`config.mk`:
```
export PLATFORM = sky130hd
export DESIGN_NAME = alu
export DESIGN_NICKNAME = d
export VERILOG_FILES = /design/src/rtl/alu_pkg.sv /design/src/rtl/alu_comb.sv /design/src/rtl/alu.sv
export SDC_FILE = /design/constraint.sdc
export NUM_CORES = 1
export LEC_CHECK = 0
export ABC_AREA = 1
export CAP_MARGIN = 5
export CORE_UTILIZATION = 45
export DETAILED_ROUTE_END_ITERATION = 12
export HOLD_SLACK_MARGIN = 0.06
export PLACE_DENSITY = 0.73
export SETUP_SLACK_MARGIN = 0.2
export SKIP_LAST_GASP = 1
export SYNTH_ARGS = -nofsm -noshare
export SYNTH_HDL_FRONTEND = slang
export SYNTH_SLANG_ARGS = --single-unit
```
`constraint.sdc`:
```
create_clock -name clk -period 4.1 [get_ports clk]
set_input_delay 1.025 -clock clk [delete_from_list [all_inputs] [get_ports clk]]
set_output_delay 1.025 -clock clk [all_outputs]
set_load 0.01 [all_outputs]
```
`src/rtl/alu_pkg.sv`:
```
// alu_pkg: opcode width and function-select encodings shared by the ALU files.
package alu_pkg;
    localparam int OP_W = 3;
    localparam logic [OP_W-1:0] ALU_ADD  = 3'b000;
    localparam logic [OP_W-1:0] ALU_SUB  = 3'b001;
    localparam logic [OP_W-1:0] ALU_OR   = 3'b010;
    localparam logic [OP_W-1:0] ALU_AND  = 3'b011;
    localparam logic [OP_W-1:0] ALU_XOR  = 3'b100;
    localparam logic [OP_W-1:0] ALU_NOR  = 3'b101;
    localparam logic [OP_W-1:0] ALU_SLT  = 3'b110;
    localparam logic [OP_W-1:0] ALU_SLTU = 3'b111;
endpackage

```
`src/rtl/alu_comb.sv`:
```
// alu_comb: combinational function select producing the next ALU result.
module alu_comb
    import alu_pkg::*;
#(
    parameter int WIDTH = 32
) (
    input  logic [WIDTH-1:0] A,
    input  logic [WIDTH-1:0] B,
    input  logic [OP_W-1:0]  ALUOp,
    output logic [WIDTH-1:0] next_c
);
    always_comb begin
        next_c = '0;
        case (ALUOp)
            ALU_ADD:  next_c = A + B;
            ALU_SUB:  next_c = A - B;
            ALU_OR:   next_c = A | B;
            ALU_AND:  next_c = A & B;
            ALU_XOR:  next_c = A ^ B;
            ALU_NOR:  next_c = ~(A | B);
            ALU_SLT:  next_c = {{(WIDTH-1){1'b0}}, $signed(A) < $signed(B)};
            ALU_SLTU: next_c = {{(WIDTH-1){1'b0}}, A < B};
            default:  next_c = '0;
        endcase
    end
endmodule

```
`src/rtl/alu.sv`:
```
// alu: registered 32-bit MIPS ALU, one-cycle latency, synchronous active-high reset.
module alu
    import alu_pkg::*;
#(
    parameter int WIDTH = 32
) (
    input  logic             clk,
    input  logic             reset,
    input  logic [WIDTH-1:0] A,
    input  logic [WIDTH-1:0] B,
    input  logic [OP_W-1:0]  ALUOp,
    output logic [WIDTH-1:0] C
);
    logic [WIDTH-1:0] next_c;

    alu_comb #(.WIDTH(WIDTH)) u_comb (
        .A(A),
        .B(B),
        .ALUOp(ALUOp),
        .next_c(next_c)
    );

    always_ff @(posedge clk)
        C <= reset ? '0 : next_c;
endmodule

```
* Word level (Yosys, flattened, before mapping)
Cells that the tools add are included.
** Storage, ports and cells
- Bits of input ports :: 69
- Register bits :: 32
** Cells by class
- Magnitude comparators :: 2
- Muxes and demuxes :: 1
- Bitwise operators :: 4
- Reductions and logical operators :: 1
- $add $sub $neg :: 2
- Equal/unequal tests :: 7
** Operator list (count)
- $pmux W32 S8 :: 1
- $lt A32 B32 Y1 :: 2
- $add A32 B32 Y32 :: 1
- $and A32 B32 Y32 :: 1
- $not A32 Y32 :: 1
- $or A32 B32 Y32 :: 1
- $sub A32 B32 Y32 :: 1
- $xor A32 B32 Y32 :: 1
- $eq A3 B3 Y1 const B :: 4
- $eq A3 B2 Y1 const B :: 2
- $eq A3 B1 Y1 const B :: 1
- $logic_not A3 Y1 :: 1

* Longest topological paths before layout
- Depth after elaboration :: 3
- Depth in mapped cells :: 18
- Mapped depth without buffers :: 17

* Cells and area by module
A second synthesis with hierarchy kept.
** Second synthesis, totals
- Cell total of the unflattened synthesis :: 1280
- Area total of the unflattened synthesis :: 7149.4 um^2
** Modules (own cells, without submodules)
- alu_comb :: times used 1, area an instance 6234.7 um^2, cells each 1181
- alu :: times used 1, area an instance 914.6 um^2, cells each 99

* Least setup slack after synthesis
No wires, ideal clock.
- Kind :: input to register
- Start :: in A[0]
- End :: reg C[0]
- Arrival time :: 2.509 ns
- Buffers on the path :: 0
- Cell stages on the path :: 15
- Library setup time :: 0.119 ns
- Required time :: 3.981 ns
- Path slack :: 1.472 ns
- Cells stage by stage :: inv_1 -> ha_1 -> fa_1 -> nor2_1 -> nand2_1 -> nand3_2 -> nand3_1 -> nand2_1 -> nand2_1 -> nand2_2 -> nand2_1 -> nand2_1 -> nand2_1 -> nand3_1 -> a21oi_1
** On the way
- Word-level cells in the longest chain between the ends :: 3
- Elaborated cells between the ends (all ways) :: 9
- Those cells by class :: 2 x add/sub; 2 x order compare; 1 x mux; 4 x bitwise
** Ends and longest elaborated chain
- start, declared :: RTL line alu.sv:9 : input logic [WIDTH-1:0] A,
- parallel branches: the longest is 2 deep, another holds $sub A32 B32 Y32
- $pmux W32 S8 (*) :: RTL line alu_comb.sv:14 : case (ALUOp)
- end signal, assigned :: RTL line alu.sv:24 : C <= reset ? '0 : next_c;
- end, declared :: RTL line alu.sv:12 : output logic [WIDTH-1:0] C
Every way passes the cells marked *.
A chain may end at the register's enable or synchronous reset.

* Worst setup path in the final report
- Start :: in A[23]
- End :: reg C[30]
** On the way
- Word-level cells in the longest chain between the ends :: 2
- Elaborated cells between the ends (all ways) :: 3
- Those cells by class :: 2 x add/sub; 1 x mux
** Ends and longest elaborated chain (RTL line)
- $sub A32 B32 Y32 or $add A32 B32 Y32 (tied branches) :: alu_comb.sv:16, alu_comb.sv:15
- $pmux W32 S8 (*) :: alu_comb.sv:14
Every way passes the cells marked *; elsewhere a longest branch is shown, timed or not.

==> results.tsv <==
metric	value	unit
hold_buffers	0	
cts_max_level	2	
ant_nets	0	
top_register	C	
globalplace.congestion	1.013	
io_pins	101	
seqPwrFrac	0.183	
grt_pass1_vias	8119	
yosys.area_share.simple	0.3923	
path_buf_inv	3	
critPathRequiredTime	4.30	ns
rows	47	
avgSynthCellArea	5.534	um^2
largest_registers	C x32	
globalRouteOverflowTotal	0	
switching_share	0.4689	
clk_pin_slew_worst_paths	0.06	ns
first_iter_violations	995	
power_switching	0.8887	mW
seq_area_frac_synth	0.08304	
muxShareOfSynthArea	0	
place_hpwl	23920	um
grt_antenna_before_repair	0	
grt_max_degree	25	
io_buffer_count	100	
ctsLongestPathBuffers	2	
numCtsBuffers	5	
synth_edf_count	0	
die_w	132.9	um
crit_family	simple AND/OR/NAND/NOR gates	
finalHoldViolCount	0	
async_flop_share	0	
rsz0062_at_grt	no	
grt_pass1_wl	44360	um
wire_per_inst	17.27	um
crit_chain	clkdlybuf4s50_1 -> inv_1 -> ha_1 -> nor2_4 -> nand2_1 -> nor2_1 -> and3_1 -> nand2_1 -> nand2_1 -> nand2_1 -> nand3_1 -> nand3_1 -> nand2_1 -> inv_1	
crit_fanout	10	
crit_arrival	3.63	ns
hold_ws	1.562	ns
numClockSinks	32	
setup_viol	0	
crit_path_frequent_cell	nand2_1	
synth-adder-area-share	0.1609	
layout-drive-gt1-share	0.05446	
cts-resized-gates	0	
synth_top_family_by_area	simple AND/OR/NAND/NOR gates	
holdCritPathClass	primary input to flip-flop	
power-per-cell-area	212.4	nW/um^2
drv_cap	0	
wl	29170	um
postSynthCellCount	1394	
cp-start-kind	primary input	
period_needed	3.430	ns
synth_seq_cells	32	
critPathKind	primary input to flip-flop	
synthFlopType	dfxtp_1	
slew_headroom	0.4253	
via_per_inst	5.341	
core_area	16640	um^2
end_kind	flip-flop	
synth_compound_area_frac	0.1554	
syn-num-nets	1561	
nets	1635	
synth_xor_xnor_area_share	0.01135	
ir_drop	150.9	uV
dieArea	17670	um^2
power	1.895	mW
initial_core_util	0.4636	
route.detailed.drc	0	
slew_violations	0	
largest_reg_flops	32	
crit_path_max_incr_delay	0.51	ns
p_int	1.006	mW
cts_root_buffer	clkbuf_16	
area_delta_synth_final	15.67	%
synth_cell_types	47	
crit_path_top_delay_cell	ha_1	
ys.warnings.count	0	
p_leak	5.113	nW
p_comb_frac	0.568	
grt_use_total	0.3316	
tightest_slew	0.8608	ns
cts_tree	built	
synthesis.area	7715	um^2
finalCritPeriodShare	0.8366	
setup-tns-final	0	ns
vias	9021	
status	finished, final reports clean	
n_antenna_cell	0	
fmax	0.2915	GHz
post_cts_buffers	0	
first_pass_iters	8	
die_h	132.9	um
p_clk_frac	0.249	
-- cell type report --
cell class	instances	area [um^2]
tap	220	275.3
sequential	32	640.6
clock buffer	6	128.9
clock inverter	2	35.03
inverter	318	1194
timing repair buffer	111	1096
fill	1884	7719
multi-input combinational	1000	5554
-- synth_stat cells, types with 3 or more instances --
cell type | instances | area share
buf_6 | 10 | 0.015
a21oi_1 | 63 | 0.041
and2_1 | 4 | 0.0032
nor2_2 | 10 | 0.0081
a221oi_1 | 6 | 0.0068
o21bai_1 | 8 | 0.0078
nand3_1 | 107 | 0.069
buf_2 | 14 | 0.0091
xor2_1 | 9 | 0.010
and3_1 | 3 | 0.0024
nand4_1 | 11 | 0.0089
inv_2 | 13 | 0.0063
a221oi_2 | 18 | 0.035
a31oi_1 | 3 | 0.0024
buf_4 | 18 | 0.018
nand2_1 | 448 | 0.22
clkinv_1 | 3 | 0.0015
o21ai_0 | 35 | 0.023
nand3_2 | 9 | 0.012
inv_1 | 302 | 0.15
dfxtp_1 | 32 | 0.083
nor3_1 | 9 | 0.0058
nor2_1 | 109 | 0.053
ha_1 | 96 | 0.16
o22ai_1 | 23 | 0.019
-- stage by stage --
| stage | instance area, um^2 | utilization | worst slack (ns) | instances |
|---|---|---|---|---|
| 6_report | 8924 | 0.5362 | 0.6699 | 1689 |
| 5_1_grt | 8924 | 0.5362 | 0.5733 | 1689 |
| 4_1_cts | 8924 | 0.5362 | 0.8277 | 1689 |
| 3_5_place_dp | 8760 | 0.5264 | 0.5354 | 1681 |
| 3_3_place_gp | 8760 | 0.5264 | 0.4903 | 1681 |
| 2_1_floorplan | 7715 | - | 1.472 | 1394 |
-- layer usage --
metal | global-route usage | part of all wire | up-vias
met3 | 0.08621 | 0.12 | 46
met4 | 0.08940 | 0.024 | 0
met2 | 0.5017 | 0.41 | 469
li1 | - | - | 4458
met1 | 0.4601 | 0.44 | 4048
met5 | 0 | 0 | -
-- power by group through the flow --
stage	Clock [mW]	Sequential, mW	Combinational, mW
after detailed placement	0	0.355	1.04
final	0.472	0.348	1.08
after CTS	0.477	0.348	1.05
after global routing	0.487	0.349	1.18
after global placement	0	0.355	1.04
after floorplan	0	0.368	0.676
-- logic make-up after synthesis --
family | count (synthesis)
simple gates | 720
compound gates | 172
buf+inv | 362
fa+ha+maj | 98
xor+xnor | 10
flops | 32
-- path summary, 6_finish.rpt --
check,start,to,slack [ns],cells past startpoint
setup / recovery,A[23],C[30],0.67,14
hold / removal,reset,C[6],1.56,2
-- cells in the final DEF, fill, tap and decap left out, types with 23 or more instances in the layout --
master           instances
nand2_1                448
inv_1                  302
nor2_1                 109
nand3_1                107
clkdlybuf4s50_1        100
ha_1                    96
a21oi_1                 63
o21ai_0                 35
dfxtp_1                 32
o22ai_1                 23
Power figures use the tool's default switching activity.
